==> config.mk <==
export PLATFORM = sky130hd
export DESIGN_NAME = mux7_rr_arbiter_flat
export DESIGN_NICKNAME = d
export VERILOG_FILES = /design/src/rtl/mux7_rr_arbiter_if.sv /design/src/rtl/mux7_rr_arbiter.sv /design/src/flat_wrapper.sv
export SDC_FILE = /design/constraint.sdc
export NUM_CORES = 1
export LEC_CHECK = 0
export ABC_AREA = 1
export BUFFER_PORTS_ARGS = -buffer_cell sky130_fd_sc_hd__buf_2
export CAP_MARGIN = 25
export CORE_AREA = 3 3 96 98
export CTS_CLUSTER_DIAMETER = 30
export DETAILED_ROUTE_END_ITERATION = 12
export DIE_AREA = 0 0 99 101
export PLACE_DENSITY = 0.51
export SLEW_MARGIN = 15
export SYNTH_ARGS = -nofsm -noshare
export SYNTH_HDL_FRONTEND = slang
export SYNTH_SLANG_ARGS = --single-unit
==> constraint.sdc <==
create_clock -name clock -period 3 [get_ports clock]
set_clock_uncertainty 0.2 [all_clocks]
set_input_delay 0 -clock clock [delete_from_list [all_inputs] [get_ports clock]]
set_output_delay 0 -clock clock [all_outputs]
set_load 0.05 [all_outputs]
==> src/rtl/mux7_rr_arbiter_if.sv <==
// rtl/mux7_rr_arbiter_if.sv - request/data/grant bundle between seven requesters and the shared mux arbiter
//   req      [6:0] request per requester (driven by requester side)
//   data_in  [6:0] mux data inputs, bit i belongs to requester i
//   grant    [6:0] registered one-hot grant, zero when no grant is active
//   sel      [2:0] registered mux select, 0..6
//   busy           high while the arbiter is not idle
//   data_out       registered data_in[sel] while a grant is active, else 0
interface mux7_rr_arbiter_if;
  logic [6:0] req;
  logic [6:0] data_in;
  logic [6:0] grant;
  logic [2:0] sel;
  logic       busy;
  logic       data_out;

  modport master (
    output req,
    output data_in,
    input  grant,
    input  sel,
    input  busy,
    input  data_out
  );

  modport slave (
    input  req,
    input  data_in,
    output grant,
    output sel,
    output busy,
    output data_out
  );
endinterface

==> src/rtl/mux7_rr_arbiter.sv <==
// rtl/mux7_rr_arbiter.sv - round-robin arbiter with hold limit and turnaround gap over a shared 7:1 bit mux
//   clock   system clock, rising edge
//   resetn  synchronous active-low reset
//   bus     mux7_rr_arbiter_if.slave: req/data_in in, grant/sel/busy/data_out out
module mux7_rr_arbiter #(
  parameter int MAX_HOLD = 8
) (
  input  logic               clock,
  input  logic               resetn,
  mux7_rr_arbiter_if.slave   bus
);

  localparam int HW = $clog2(MAX_HOLD + 1);

  localparam logic [1:0] ST_IDLE   = 2'd0;
  localparam logic [1:0] ST_ACTIVE = 2'd1;
  localparam logic [1:0] ST_GAP    = 2'd2;

  logic [1:0]    r_state;
  logic [6:0]    r_grant;
  logic [2:0]    r_sel;
  logic [2:0]    r_last;
  logic [HW-1:0] r_hold;
  logic          r_dout;

  logic [2:0]    w_win;
  logic          w_found;
  logic [3:0]    w_idx;
  logic          w_release;

  // Search starts just after the last holder and wraps 6->0, so the previous
  // holder is considered last.
  always_comb begin
    w_win   = 3'd0;
    w_found = 1'b0;
    w_idx   = 4'd0;
    for (int k = 1; k <= 7; k++) begin
      w_idx = {1'b0, r_last} + 4'(k);
      if (w_idx >= 4'd7) begin
        w_idx = w_idx - 4'd7;
      end
      if (!w_found && bus.req[w_idx[2:0]]) begin
        w_win   = w_idx[2:0];
        w_found = 1'b1;
      end
    end
  end

  // r_sel is always 0..6, so the index is in range.
  assign w_release = !bus.req[r_sel] || (r_hold == HW'(MAX_HOLD));

  always_ff @(posedge clock) begin
    if (!resetn) begin
      r_state <= ST_IDLE;
      r_grant <= 7'd0;
      r_sel   <= 3'd0;
      r_last  <= 3'd6;
      r_hold  <= '0;
      r_dout  <= 1'b0;
    end else begin
      case (r_state)
        ST_IDLE, ST_GAP: begin
          // GAP sees r_last already updated by the release edge.
          if (w_found) begin
            r_state <= ST_ACTIVE;
            r_grant <= 7'(1) << w_win;
            r_sel   <= w_win;
            r_hold  <= HW'(1);
            r_dout  <= bus.data_in[w_win];
          end else begin
            r_state <= ST_IDLE;
            r_grant <= 7'd0;
            r_dout  <= 1'b0;
          end
        end
        ST_ACTIVE: begin
          if (w_release) begin
            r_state <= ST_GAP;
            r_grant <= 7'd0;
            r_last  <= r_sel;
            r_dout  <= 1'b0;
          end else begin
            r_hold  <= HW'(r_hold + 1'b1);
            r_dout  <= bus.data_in[r_sel];
          end
        end
        default: begin
          r_state <= ST_IDLE;
          r_grant <= 7'd0;
          r_dout  <= 1'b0;
        end
      endcase
    end
  end

  assign bus.grant    = r_grant;
  assign bus.sel      = r_sel;
  assign bus.busy     = (r_state != ST_IDLE);
  assign bus.data_out = r_dout;

endmodule
==> src/flat_wrapper.sv <==
// flat-port wrapper written by rule: the top's interface ports become plain ports
module mux7_rr_arbiter_flat 
#(
  parameter int MAX_HOLD = 8
)
  (clock, resetn, bus_req, bus_data_in, bus_grant, bus_sel, bus_busy, bus_data_out);
  mux7_rr_arbiter_if bus_i ();
  input  logic clock;
  input  logic resetn;
  input wire logic [$bits(bus_i.req)-1:0] bus_req;
  input wire logic [$bits(bus_i.data_in)-1:0] bus_data_in;
  output wire logic [$bits(bus_i.grant)-1:0] bus_grant;
  output wire logic [$bits(bus_i.sel)-1:0] bus_sel;
  output wire logic [$bits(bus_i.busy)-1:0] bus_busy;
  output wire logic [$bits(bus_i.data_out)-1:0] bus_data_out;
  assign bus_i.req = bus_req;
  assign bus_i.data_in = bus_data_in;
  assign bus_grant = bus_i.grant;
  assign bus_sel = bus_i.sel;
  assign bus_busy = bus_i.busy;
  assign bus_data_out = bus_i.data_out;
  mux7_rr_arbiter #(.MAX_HOLD(MAX_HOLD)) u_core (.clock(clock), .resetn(resetn), .bus(bus_i));
endmodule
# ---- Word-level counts from Yosys, hierarchy flattened
# Cells that the tools add are included.
dict set report totals {
  ff_bits 20
  elab_cells 118
  out_inout_bits 12
  input_bits 16
}
dict set report classes {
  eq_ne 6
  order_cmp 16
  n_reduce_logical 21
  n_mux 53
  addsub 15
  shift 1
}
# op count
set op_table {}
lappend op_table {{$mux W3} 14}
lappend op_table {{$lt A3 B4 Y1 const B} 9}
lappend op_table {{$bmux W1 S3} 10}
lappend op_table {{$ge A4 B3 Y1 const B} 7}
lappend op_table {{$sub A3 B3 Y3 const B} 7}
lappend op_table {{$mux W1} 20}
lappend op_table {{$add A3 B3 Y4 const B} 4}
lappend op_table {{$mux W7} 2}
lappend op_table {{$pmux W7 S2} 1}
lappend op_table {{$add A3 B2 Y4 const B} 2}
lappend op_table {{$mux W4} 2}
lappend op_table {{$pmux W4 S2} 1}
lappend op_table {{$logic_not A1 Y1} 7}
lappend op_table {{$shl A1 B3 Y7 const A} 1}
lappend op_table {{$logic_and A1 B1 Y1} 6}
lappend op_table {{$add A3 B1 Y4 const B} 1}
lappend op_table {{$add A4 B1 Y4 const B} 1}
lappend op_table {{$eq A4 B4 Y1 const B} 1}
lappend op_table {{$ne A2 B1 Y1 const B} 2}
lappend op_table {{$pmux W2 S2} 1}
lappend op_table {{$reduce_and A2 Y1} 2}
lappend op_table {{$reduce_bool A2 Y1} 2}
lappend op_table {{$reduce_and A3 Y1} 1}
lappend op_table {{$eq A2 B1 Y1 const B} 1}
lappend op_table {{7 further kinds} 7}

# ---- Depth between registers and ports, before layout
# Gate-level depths: netlist (run 1).
dict set report logic_depth {
  depth_word 28
  ltp_mapped 28
  depth_no_buf 27
}

# ---- Least setup slack after synthesis (run 1)
# No wires, ideal clock.
dict set report synth_path {
  path_kind {reg-to-reg}
  start {register u_core.r_last[1]}
  end {register u_core.r_dout (netlist: u_core.bus.data_out)}
  n_path_buf 1
  stages_incl_launch_ff 26
  setup_slack_ps -220
  required_time_ps 2668
  t_arrival_ps 2887
  synth_period_minus_slack_ps 3220
  setup_ps 132
  path_cell_list {dfxtp_1 inv_1 ha_1 inv_1 fa_1 clkbuf_1 inv_1 nand2_2 nand2_1 nand2_1 nand3_1 nand3_1 nand2_2 nand3_2 nor2_2 nand4_2 clkinv_1 nand2_1 o21ai_2 nand2_2 nor2_2 a21oi_1 nand2_1 nand2_1 nand2_1 a21oi_1}
}
dict set report synth_via {
  elab_chain_len 28
  word_cells_on_any_way 72
  cone_classes {add/sub (14); order compare (7); mux (39); reduce/logical (12)}
}
# item line_no
set synth_rtl {}
lappend synth_rtl {{start: declaration} mux7_rr_arbiter.sv:22} ;# logic [2:0] r_last;
lappend synth_rtl {{start signal: assignment} mux7_rr_arbiter.sv:80} ;# r_last <= r_sel;
lappend synth_rtl {{$add A3 B1 Y4} mux7_rr_arbiter.sv:38} ;# w_idx = {1'b0, r_last} + 4'(k);
lappend synth_rtl {{$ge A4 B3 Y1 or $sub A3 B3 Y3 (tied branches)} {mux7_rr_arbiter.sv:39, mux7_rr_arbiter.sv:40}}
lappend synth_rtl {{$mux W3} mux7_rr_arbiter.sv:39} ;# if (w_idx >= 4'd7) begin
lappend synth_rtl {{$bmux W1 S3} mux7_rr_arbiter.sv:42} ;# if (!w_found && bus.req[w_idx[2:0]]) begin
lappend synth_rtl {{$mux W1 (not written as such)} mux7_rr_arbiter.sv:42}
lappend synth_rtl {{$mux W1} mux7_rr_arbiter.sv:42}
lappend synth_rtl {{$logic_not A1 Y1} mux7_rr_arbiter.sv:42}
lappend synth_rtl {{$logic_and A1 B1 Y1} mux7_rr_arbiter.sv:42}
lappend synth_rtl {{(+12 left out)} -}
lappend synth_rtl {{$mux W1} mux7_rr_arbiter.sv:42}
lappend synth_rtl {{$logic_not A1 Y1} mux7_rr_arbiter.sv:42}
lappend synth_rtl {{$logic_and A1 B1 Y1} mux7_rr_arbiter.sv:42}
lappend synth_rtl {{$mux W3} mux7_rr_arbiter.sv:42}
lappend synth_rtl {{$bmux W1 S3} mux7_rr_arbiter.sv:69} ;# r_dout <= bus.data_in[w_win];
lappend synth_rtl {{$mux W1 (not written as such)} mux7_rr_arbiter.sv:69}
lappend synth_rtl {{$mux W1 (*)} mux7_rr_arbiter.sv:64} ;# if (w_found) begin
lappend synth_rtl {{$pmux W1 S2 (*)} mux7_rr_arbiter.sv:61} ;# case (r_state)
lappend synth_rtl {{end signal: assignment} mux7_rr_arbiter.sv:69}
lappend synth_rtl {{end signal: assignment} mux7_rr_arbiter.sv:84} ;# r_dout <= bus.data_in[r_sel];
lappend synth_rtl {{end: declaration} mux7_rr_arbiter.sv:24} ;# logic r_dout;
# Every way passes the cells marked *; elsewhere a longest branch is shown, timed or not. The select of a mux whose other input is x is not followed.
# A chain may end at the register's enable or synchronous reset.

# ---- Worst setup path after layout (run 1)
# Same ends and word-level chain as after synthesis.

==> results.yml, run 1 <==
synthesis:
  synth_compound_gate_area_share: 0.157
  dominant_combinational_cell_family_by_area_after_synthesis: "simple AND/OR/NAND/NOR gates"
  ys.flop_type: "sky130_fd_sc_hd__dfxtp_1"
  mappedNetlistArea_um2: 2510
  yosys.area_share.simple: 0.491
  async_flop_share: 0
  synthesis.yosys.warnings: 0
  yosys-mux-area-fraction: 0
  gate_count_of_the_mapped_netlist: 435
  post_synth_num_cell_types: 38
  postSynthAreaPerCell_um2: 5.77
  synth_fa_ha_area_frac: 0.0678
  synthXorXnorAreaFrac: 0.0110
  synth.net_count: 464
  yosysSeqAreaShare: 0.159
  number_of_enable_type_register_cells_in_the_synthesized_netlist: 0
  postSynthRegisterBits: 20
layout:
  final.fill_count: 890
  layout.cells.non_filler: 629
  layout.nets: 551
  syn_to_final_growth_pct: 51.6
  fraction_of_final_layout_cells_sized_beyond_drive_strength_1: 0.426
  antenna-diode-count: 0
  post-route-util: 0.445
sta:
  timing.final.ws_setup_ns: -0.128
  worst_hold_slack_ns: 0.00779
  final_hold_viol_count: 0
  timing.final.max_slew_violations: 0
  fmax_mhz: 320
  grt_setup_unrepaired: "yes"
  timing.max_slew.rel_slack: 0.750
  final.period_utilization: 1.04
  final.min_clock_period_ns: 3.13
  final-setup-viol-count: 13
  tightest_slew_ns: 0.375
critical_path:
  cp_slowest_stage_delay_ns: 0.41
  regToRegSetupSlack_ns: -0.13
  critPathMostFrequentCell: "sky130_fd_sc_hd__nand2_1"
  crit_path_end_kind: "flop"
  startpoint_type: "flop"
  crit-reg2reg-launch: "u_core.r_last[1]"
  slowest_cell_on_the_critical_path: "sky130_fd_sc_hd__fa_2"
  critPathKind: "reg2reg"
  worst-endpoint-arrival_ns: 3.13
  worst_path_maximum_fanout: 5
  timing.critical_path.required_ns: 3.00
  reg2reg_depth: 26
  rr_endpoint: "u_core.bus.data_out"
route:
  aggregate_routed_wire_length_mm: 8.84
  post_detailed_route_drc_marker_count: 0
  drtPass1Iterations: 4
  drt_first_iter_violations: 132
  final_antenna_net_count: 0
  vias: 3206
  detail_route.vias_per_cell: 5.10
  detail_route.wl_per_cell_um: 14.1
global_routing:
  grt_use_met2: 0.337
  grt_antenna_before_repair: 0
  grtUsageMet1: 0.222
  first_global_vias: 3129
  grtUsageTotal: 0.180
  grt_max_degree: 14
  grt_pass1_wl_mm: 14.9
  groute.layer.met3.usage: 0.0125
  grt_most_used_layer: "met2"
  overflow: 0
clocking:
  worstSkewPairLatency_ns: 0.26
  cts_inserted_buffers: 3
  clockRootBuffer: "sky130_fd_sc_hd__clkbuf_8"
  cts_tree: "done"
  clock_sinks: 20
  h-tree-depth: 1
  cts.clk_slew.worst_paths_ns: 0.07
  cts-root-to-sink-buffers: 2
hold_path:
  worst_hold_startpoint: "bus_data_in[5]"
  worstHoldEndpoint: "u_core.bus.data_out"
  hold_path_class: "in2reg"
  hold-path-cell-count: 7
floorplanning:
  dieHeight_um: 101
  initial_standard_cell_utilization_of_the_core: 0.294
  top_ports: 28
  coreArea_um2: 8550
  placementRows: 34
  chipWidth_um: 99
  design.die.area_um2: 10000
place:
  dp_cells: 611
  place_hpwl_mm: 6.76
  finalWeightedCongestion: 0.849
  io_buffer_count: 27
flow_run:
  maxCapViolations: 0
status:
  violations_in_the_final_reports: "setup timing"
  outcome: "finished, violations left"
==> cell families after synthesis <==
| group | after synthesis |
|---|---|
| AOI/OAI and AO/OA | 68 |
| and+or+nand+nor | 264 |
| DFF | 20 |
| xor gates and xnor gates | 1 |
| adders and majority gates | 13 |
| buffers and inverters | 69 |
==> critical path: cells and delay by family, from the launching register on <==
kind | cells | cell delay, ns
adders and majority gates | 2 | 0.54
DFF | 1 | 0.37
and+or+nand+nor | 18 | 1.43
AOI/OAI and AO/OA | 1 | 0.10
buffers and inverters | 5 | 0.41
==> cell type report <==
cell class | instances | area (µm²) | share of cell area
Multi-Input combinational cell | 347 | 2340 | 0.614
Timing Repair Buffer | 90 | 641 | 0.168
Sequential cell | 20 | 409 | 0.107
Inverter | 60 | 241 | 0.0634
Tap cell | 108 | 135 | 0.0355
Clock buffer | 4 | 45.0 | 0.0118
==> sequential cells by signal (all words and copies together), names as in the netlist <==
signal               flops
u_core.bus.data_out      1
u_core.bus.grant         7
u_core.bus.sel           3
u_core.r_hold            4
u_core.r_last            3
u_core.r_state           2
==> metrics by stage <==
step                instance area, µm²  setup slack [ns]  TNS (ns)
floorplan                         2600          0.000563         0
global placement                  3170            -0.356     -2.89
detailed placement                3170            -0.350     -3.21
CTS                               3590            -0.107    -0.917
global route                      3810            -0.329     -3.95
finish                            3810            -0.128    -0.883
==> synthesized netlist by cell type (2+ instances only) <==
master	instances	area [µm²]
sky130_fd_sc_hd__nand2_1	145	544
sky130_fd_sc_hd__nor2_1	17	63.8
sky130_fd_sc_hd__o21ai_1	8	40.0
sky130_fd_sc_hd__nand2_2	11	68.8
sky130_fd_sc_hd__o22ai_1	3	18.8
sky130_fd_sc_hd__clkinv_1	2	7.51
sky130_fd_sc_hd__o21ai_0	19	95.1
sky130_fd_sc_hd__nand4_1	7	43.8
sky130_fd_sc_hd__dfxtp_1	20	400
sky130_fd_sc_hd__nor3_2	2	20.0
sky130_fd_sc_hd__clkbuf_1	4	15.0
sky130_fd_sc_hd__a21oi_1	20	100
sky130_fd_sc_hd__nor2_2	4	25.0
sky130_fd_sc_hd__inv_2	7	26.3
sky130_fd_sc_hd__o211ai_1	10	75.1
sky130_fd_sc_hd__ha_1	12	150
sky130_fd_sc_hd__buf_6	3	33.8
sky130_fd_sc_hd__nor3_1	3	15.0
sky130_fd_sc_hd__nand3_1	62	310
sky130_fd_sc_hd__inv_1	51	191
sky130_fd_sc_hd__o21ai_2	3	26.3
sky130_fd_sc_hd__nand3_2	6	60.1
==> worst max-delay path by stage <==
stage                           startpoint             endpoint  slack (ns)  cells past startpoint
after floorplan           u_core.r_last[0]  u_core.bus.data_out      0.0006                     27
after global placement    u_core.r_last[1]  u_core.bus.grant[1]       -0.36                     19
after detailed placement  u_core.r_last[1]  u_core.bus.grant[1]       -0.35                     19
after CTS                 u_core.r_last[1]  u_core.bus.data_out       -0.11                     21
after global routing      u_core.r_last[1]  u_core.bus.data_out       -0.33                     24
final                     u_core.r_last[1]  u_core.bus.data_out       -0.13                     26
==> placed cells by master, fill, tap and decap left out, types with 2 or more instances in the layout <==
master                     count
sky130_fd_sc_hd__nand3_2      21
sky130_fd_sc_hd__a21oi_4       2
sky130_fd_sc_hd__o211ai_1     10
sky130_fd_sc_hd__nand3_4       7
sky130_fd_sc_hd__dfxtp_1      17
sky130_fd_sc_hd__a21oi_2       5
sky130_fd_sc_hd__nand2_1     118
sky130_fd_sc_hd__inv_1        44
sky130_fd_sc_hd__buf_6         8
sky130_fd_sc_hd__nand4_1       7
sky130_fd_sc_hd__nand2_4      12
sky130_fd_sc_hd__o21ai_2       7
sky130_fd_sc_hd__buf_4        54
sky130_fd_sc_hd__nor2_2        3
sky130_fd_sc_hd__nand3_1      41
sky130_fd_sc_hd__clkbuf_8      3
sky130_fd_sc_hd__o21ai_0      12
sky130_fd_sc_hd__ha_4          3
sky130_fd_sc_hd__o21ai_4       4
sky130_fd_sc_hd__ha_1          8
sky130_fd_sc_hd__nor2_1       11
sky130_fd_sc_hd__nand2_2      26
sky130_fd_sc_hd__nor2_4        9
sky130_fd_sc_hd__nor3_1        2
sky130_fd_sc_hd__a21oi_1      14
sky130_fd_sc_hd__inv_4         4
sky130_fd_sc_hd__inv_2        10
sky130_fd_sc_hd__buf_2        27
sky130_fd_sc_hd__nor3_2        3
sky130_fd_sc_hd__dfxtp_4       2
sky130_fd_sc_hd__o21ai_1       7
sky130_fd_sc_hd__o22ai_1       3
==> timing repair <==
item                                    4_1_cts  5_1_grt
hold buffers                                  1        0
pin swaps                                    36       29
endpoints found under the hold margin         9        0
buffers inserted                             10        3
endpoints found under the setup margin       15       16
gates resized for setup                      74       51
gates cloned                                  1        0
==> metal layers <==
metal / wire, µm / vias up
met4: 141 / 0
met5: 0 / -
met2: 4510 / 73
met1: 3860 / 1502
li1: - / 1615
met3: 323 / 16
Power of run 1 is left out: the tool's default activity adds up to more than one toggle a clock period on the data nets, which glitch-free logic cannot reach.
==> run 2: changes to the inputs <==
BUFFER_PORTS_ARGS = default   (was -buffer_cell sky130_fd_sc_hd__buf_2)
DONT_BUFFER_PORTS = 1   (was default)
PLACE_DENSITY = 0.48   (was 0.51)
==> results.yml, run 2 (synthesis gave the netlist of run 1 again) <==
status:
  outcome: "finished, violations left"
  violations_in_the_final_reports: "hold timing, setup timing"
pwr:
  power_leakage_uw: 0.00176
  seq_power_share: 0.093
  p_per_area_nw_per_um2: 1360
  gate_power_share: 0.868
  power_frac_clock: 0.039
  net-switching-power_uw: 2850
  intPower_uw: 2380
  swShare: 0.545
  worst_voltage_drop_across_the_vdd_grid_v: 0.000746
clocking:
  worstSkewPairLatency_ns: 0.25
  clock_sinks: 20
  h-tree-depth: 1
  cts_tree: "done"
  clockRootBuffer: "sky130_fd_sc_hd__clkbuf_8"
  cts.clk_slew.worst_paths_ns: 0.07
  cts_inserted_buffers: 3
  cts-root-to-sink-buffers: 2
hold_path:
  worst_hold_startpoint: "resetn"
  hold-path-cell-count: 2
  worstHoldEndpoint: "u_core.r_hold[0]"
  hold_path_class: "in2reg"
critical_path:
  startpoint_type: "flop"
  reg2reg_depth: 21
  critPathKind: "reg2reg"
  crit-reg2reg-launch: "u_core.r_last[1]"
  worst_path_maximum_fanout: 6
  regToRegSetupSlack_ns: -0.15
  worst-endpoint-arrival_ns: 3.08
  timing.critical_path.required_ns: 2.93
  rr_endpoint: "u_core.bus.data_out"
  crit_path_end_kind: "flop"
route:
  detail_route.vias_per_cell: 5.01
  final_antenna_net_count: 0
  drt_first_iter_violations: 152
  aggregate_routed_wire_length_mm: 9.00
  met2_wirelength_mm: 4.50
  drtPass1Iterations: 4
  vias: 3140
  detail_route.wl_per_cell_um: 14.3
  post_detailed_route_drc_marker_count: 0
  wl_met3_um: 405
  met1_length_mm: 3.84
  topRoutingLayerUsed: "met4"
place:
  finalWeightedCongestion: 0.950
  place_hpwl_mm: 6.92
  dpl_cell_area_um2: 3140
  io_buffer_count: 0
sta:
  timing.final.max_slew_violations: 0
  fmax_mhz: 318
  final.min_clock_period_ns: 3.15
  timing.max_slew.rel_slack: 0.650
  tightest_slew_ns: 0.525
  final.period_utilization: 1.05
  grt_setup_unrepaired: "yes"
  worst_hold_slack_ns: -0.310
  final_hold_viol_count: 16
  timing.final.ws_setup_ns: -0.147
  final-setup-viol-count: 13
floorplanning:
  dieHeight_um: 101
  top_ports: 28
  chipWidth_um: 99
  initial_standard_cell_utilization_of_the_core: 0.294
  placementRows: 34
  design.die.area_um2: 10000
  coreArea_um2: 8550
layout:
  fraction_of_final_layout_cells_sized_beyond_drive_strength_1: 0.408
  largest_register_ff_count: 7
  layout.nets: 549
  final.fill_count: 895
  syn_to_final_growth_pct: 52.5
  antenna-diode-count: 0
  mostFrequentLayoutCell: "sky130_fd_sc_hd__nand2_1"
  highest_count_cells_in_the_layout_ignoring_fill_and_taps: "119 x sky130_fd_sc_hd__nand2_1, 73 x sky130_fd_sc_hd__buf_4, 46 x sky130_fd_sc_hd__nand3_1, 42 x sky130_fd_sc_hd__inv_1, 29 x sky130_fd_sc_hd__nand2_2"
  finalInstanceArea_um2: 3830
global_routing:
  overflow: 0
  grt_antenna_before_repair: 0
  first_global_vias: 3141
  grt_pass1_wl_mm: 14.5
  grt_max_degree: 12
  grtUsageTotal: 0.177
flow_run:
  maxCapViolations: 0
## run 2: cell count changes in the layout (fill, tap and decap cells not counted), sizes merged
cell | previous run | this run
buf | 89 | 81
dlygate4sd3 | 1 | 7
## run 2: what timing repair did
| item | 4_1_cts | 5_1_grt |
|---|---|---|
| buffers inserted | 12 | 5 |
| pin swaps | 18 | 19 |
| hold buffers | 4 | 3 |
| gates resized for setup | 71 | 41 |
| endpoints found under the setup margin | 15 | 16 |
| cloned | 1 | 0 |
| hold endpoints to repair | 20 | 15 |
## run 2: area by class of cell
class | instances | area (µm²) | share of cell area
clock buffers | 4 | 55.1 | 0.0144
multi-input cells | 347 | 2290 | 0.597
well taps | 108 | 135 | 0.0353
flip-flops and latches | 20 | 409 | 0.107
inverters | 60 | 235 | 0.0614
repair buffers | 88 | 708 | 0.185
## run 2: worst max-delay path, cell delays in order, from the launching register on
cell,delay (ns)
sky130_fd_sc_hd__dfxtp_4,0.37
sky130_fd_sc_hd__inv_6,0.07
sky130_fd_sc_hd__ha_4,0.12
sky130_fd_sc_hd__inv_2,0.04
sky130_fd_sc_hd__fa_2,0.48
sky130_fd_sc_hd__buf_6,0.18
sky130_fd_sc_hd__nand2_4,0.07
sky130_fd_sc_hd__nand3_2,0.07
sky130_fd_sc_hd__nand3_2,0.10
sky130_fd_sc_hd__nand3_2,0.10
sky130_fd_sc_hd__nand2_4,0.10
sky130_fd_sc_hd__nand3_4,0.12
sky130_fd_sc_hd__nor3_4,0.22
sky130_fd_sc_hd__nand3_4,0.14
sky130_fd_sc_hd__nor2_4,0.17
sky130_fd_sc_hd__nor2_4,0.08
sky130_fd_sc_hd__o21ai_1,0.12
sky130_fd_sc_hd__nand2_1,0.06
sky130_fd_sc_hd__nand2_1,0.06
sky130_fd_sc_hd__nand2_1,0.04
sky130_fd_sc_hd__nand2_1,0.05
sky130_fd_sc_hd__a21oi_1,0.05
## run 2: stage by stage
stage / util / setup TNS (ns) / std cells / setup WS [ns] / power, µW
2_1_floorplan: - / 0 / 435 / 0.000563 / 2830
3_3_place_gp: 0.367 / -2.58 / 598 / -0.279 / 4000
3_5_place_dp: 0.367 / -3.11 / 598 / -0.338 / 4020
4_1_cts: 0.424 / -0.0771 / 619 / -0.0407 / 4850
5_1_grt: 0.448 / -3.93 / 627 / -0.375 / 5680
6_report: 0.448 / -1.16 / 627 / -0.147 / 5220
## run 2: per-layer routing
metal  global-route usage  vias to the layer above
met5                    0                        -
met4               0.0714                        0
met3               0.0201                       19
met2                0.315                       75
met1                0.217                     1447
li1                     -                     1599
## run 2: how the worst max path moves through the flow
stage                     startpoint             endpoint  slack (ns)
floorplan           u_core.r_last[0]  u_core.bus.data_out      0.0006
global placement    u_core.r_last[1]  u_core.bus.grant[2]       -0.28
detailed placement  u_core.r_last[0]  u_core.bus.data_out       -0.34
CTS                 u_core.r_last[1]  u_core.bus.data_out       -0.04
global route        u_core.r_last[0]  u_core.bus.data_out       -0.38
finish              u_core.r_last[1]  u_core.bus.data_out       -0.15
## run 2: power groups by stage
stage                     sequential (µW)  clock, µW  combinational [µW]
after global placement                485          0                3520
after detailed placement              488          0                3530
after floorplan                       520          0                2310
after global routing                  494        231                4960
after CTS                             486        216                4150
final                                 485        205                4530
(Power assumes the default switching activity.)
==> run 3: changes to the inputs <==
ABC_AREA = default   (was 1)
CORE_AREA = 3 3 101 103   (was 3 3 96 98)
DIE_AREA = 0 0 104 106   (was 0 0 99 101)
HOLD_SLACK_MARGIN = 0.1   (was default)
==> results.yml, run 3 <==
clocking:
  cts_tree: "done"
  cts.clk_slew.worst_paths_ns: 0.07
  cts-root-to-sink-buffers: 2
  clock_sinks: 20
  worstSkewPairLatency_ns: 0.25
  clockRootBuffer: "sky130_fd_sc_hd__clkbuf_8"
  h-tree-depth: 1
  cts_inserted_buffers: 3
pwr:
  swShare: 0.472
  power_leakage_uw: 0.00169
  seq_power_share: 0.092
  net-switching-power_uw: 2560
  worst_voltage_drop_across_the_vdd_grid_v: 0.00117
  power_frac_clock: 0.037
  intPower_uw: 2860
  p_per_area_nw_per_um2: 1330
  gate_power_share: 0.872
sta:
  fmax_mhz: 264
  final-setup-viol-count: 16
  grt_setup_unrepaired: "yes"
  timing.final.max_slew_violations: 0
  final.period_utilization: 1.26
  fin_tns_setup_ns: -9.97
  tightest_slew_ns: 0.517
  timing.max_slew.rel_slack: 0.650
  final_hold_viol_count: 0
  timing.final.ws_setup_ns: -0.794
  final.min_clock_period_ns: 3.79
status:
  violations_in_the_final_reports: "setup timing"
  outcome: "finished, violations left"
synthesis:
  yosysSeqAreaShare: 0.144
  number_of_enable_type_register_cells_in_the_synthesized_netlist: 0
  ys.flop_type: "sky130_fd_sc_hd__dfxtp_1"
  yosys.area.top_type: "sky130_fd_sc_hd__dfxtp_1"
  postSynthAreaPerCell_um2: 7.52
  post_synth_num_cell_types: 79
  synth.net_count: 400
  async_flop_share: 0
  synthesis.yosys.warnings: 0
  gate_count_of_the_mapped_netlist: 371
  yosys.area.top_type_share: 0.144
  ys_top_cells_by_area: "sky130_fd_sc_hd__dfxtp_1 14%, sky130_fd_sc_hd__mux2i_1 6.5%, sky130_fd_sc_hd__ha_1 5.4%"
  synth_most_common_cell: "sky130_fd_sc_hd__nand2_1"
  postSynthRegisterBits: 20
  mappedNetlistArea_um2: 2790
  most_numerous_cell_types_in_the_synthesized_netlist: "37 x sky130_fd_sc_hd__nand2_1, 30 x sky130_fd_sc_hd__nor2_1, 21 x sky130_fd_sc_hd__clkbuf_1, 20 x sky130_fd_sc_hd__dfxtp_1"
critical_path:
  crit_path_end_kind: "flop"
  worst_path_maximum_fanout: 10
  worst-endpoint-arrival_ns: 3.74
  timing.critical_path.required_ns: 2.94
  startpoint_type: "flop"
  critPathKind: "reg2reg"
layout:
  largest_register_ff_count: 7
  syn_to_final_growth_pct: 46.4
  layout.nets: 497
  antenna-diode-count: 0
  fraction_of_final_layout_cells_sized_beyond_drive_strength_1: 0.394
  mostFrequentLayoutCell: "sky130_fd_sc_hd__buf_4"
  highest_count_cells_in_the_layout_ignoring_fill_and_taps: "105 x sky130_fd_sc_hd__buf_4, 35 x sky130_fd_sc_hd__nand2_1, 29 x sky130_fd_sc_hd__nor2_1, 17 x sky130_fd_sc_hd__mux2i_1, 17 x sky130_fd_sc_hd__dfxtp_1"
floorplanning:
  placementRows: 35
  dieHeight_um: 106
  design.die.area_um2: 11000
  coreArea_um2: 9280
  initial_standard_cell_utilization_of_the_core: 0.300
  top_ports: 28
  chipWidth_um: 104
route:
  detail_route.wl_per_cell_um: 17.5
  detail_route.vias_per_cell: 5.43
  post_detailed_route_drc_marker_count: 0
  drtPass1Iterations: 5
  final_antenna_net_count: 0
  aggregate_routed_wire_length_mm: 10.4
  vias: 3238
  drt_first_iter_violations: 180
place:
  place_hpwl_mm: 7.69
  finalWeightedCongestion: 0.883
  place_ws_ns: -0.907
  io_buffer_count: 0
global_routing:
  grt_antenna_before_repair: 0
  overflow: 0
  first_global_vias: 3161
  grtUsageTotal: 0.183
  grt_pass1_wl_mm: 16.6
  grt_max_degree: 28
hold_path:
  hold_path_class: "in2reg"
flow_run:
  maxCapViolations: 0
==> run 3: worst paths after layout <==
| kind | start | depth (start not counted) | to | slack [ns] |
|---|---|---|---|---|
| min | bus_req[4] | 5 | u_core.r_hold[0] | 0.18 |
| min reg2reg | u_core.r_hold[1] | 2 | u_core.r_hold[1] | 0.31 |
| max | u_core.r_last[1] | 15 | u_core.bus.data_out | -0.79 |
| max reg2reg | u_core.r_last[1] | 15 | u_core.bus.data_out | -0.79 |
==> run 3: cell families (layout without fill, tap and decap cells) <==
family | after synthesis | count (layout) | synth area share
AOI/OAI and AO/OA | 121 | 121 | 0.332
xor gates and xnor gates | 9 | 9 | 0.0283
adders and majority gates | 13 | 13 | 0.0610
buffers and inverters | 51 | 147 | 0.0763
DFF | 20 | 20 | 0.144
muxes | 28 | 28 | 0.118
and+or+nand+nor | 129 | 129 | 0.241
==> run 3: repair_timing <==
action,CTS,global route
hold buffers,11,0
resized for setup,25,25
endpoints found under the setup margin,16,16
pin swaps,8,9
endpoints found under the hold margin,20,0
cloned,0,0
setup buffers,4,5
==> run 3: area by class of cell <==
type                            count  area (µm²)
Sequential cell                    20         409
Inverter                           22        88.8
Multi-Input combinational cell    300        2400
Tap cell                          129         161
Clock buffer                        4        55.1
Timing Repair Buffer              121         972
Fill cell                         954        5200
==> run 3: power groups by stage <==
stage	clock (µW)	sequential [µW]	combinational (µW)
after floorplan	0	540	2460
after global placement	0	501	4060
after detailed placement	0	501	4070
after CTS	209	495	4390
after global routing	219	508	5070
final	198	498	4720
==> run 3: metal layers <==
metal  vias up  wire (µm)  global-route usage
met1      1552       4780               0.246
met2        92       4980               0.322
li1       1582          -                   -
met3        12        511              0.0194
met4         0        156              0.0256
met5         -          0                   0
==> run 3: metrics by stage <==
stage                     area [µm²]  std cells  hold slack (ns)  total power [µW]  utilization
after global routing            4080        596            0.220              5800        0.440
after global placement          3630        572           -0.133              4560        0.391
after CTS                       3940        591            0.167              5100        0.424
final                           4080        596            0.175              5420        0.440
after detailed placement        3630        572           -0.132              4570        0.391
after floorplan                 2870        371           -0.138              3000            -
==> run 3: critical path, stage by stage (launching register included) <==
cell and delay [ns]:
sky130_fd_sc_hd__dfxtp_4 0.38, sky130_fd_sc_hd__clkinvlp_4 0.16, sky130_fd_sc_hd__ha_4 0.37, sky130_fd_sc_hd__buf_4 0.13, sky130_fd_sc_hd__nor2b_1 0.14, sky130_fd_sc_hd__o32ai_1 0.11
sky130_fd_sc_hd__a211o_1 0.31, sky130_fd_sc_hd__a222oi_1 0.33, sky130_fd_sc_hd__buf_4 0.20, sky130_fd_sc_hd__nand4_4 0.16, sky130_fd_sc_hd__or2_4 0.31, sky130_fd_sc_hd__a21o_1 0.16
sky130_fd_sc_hd__a31o_4 0.24, sky130_fd_sc_hd__a211o_1 0.25, sky130_fd_sc_hd__a21oi_2 0.15, sky130_fd_sc_hd__o31ai_1 0.09
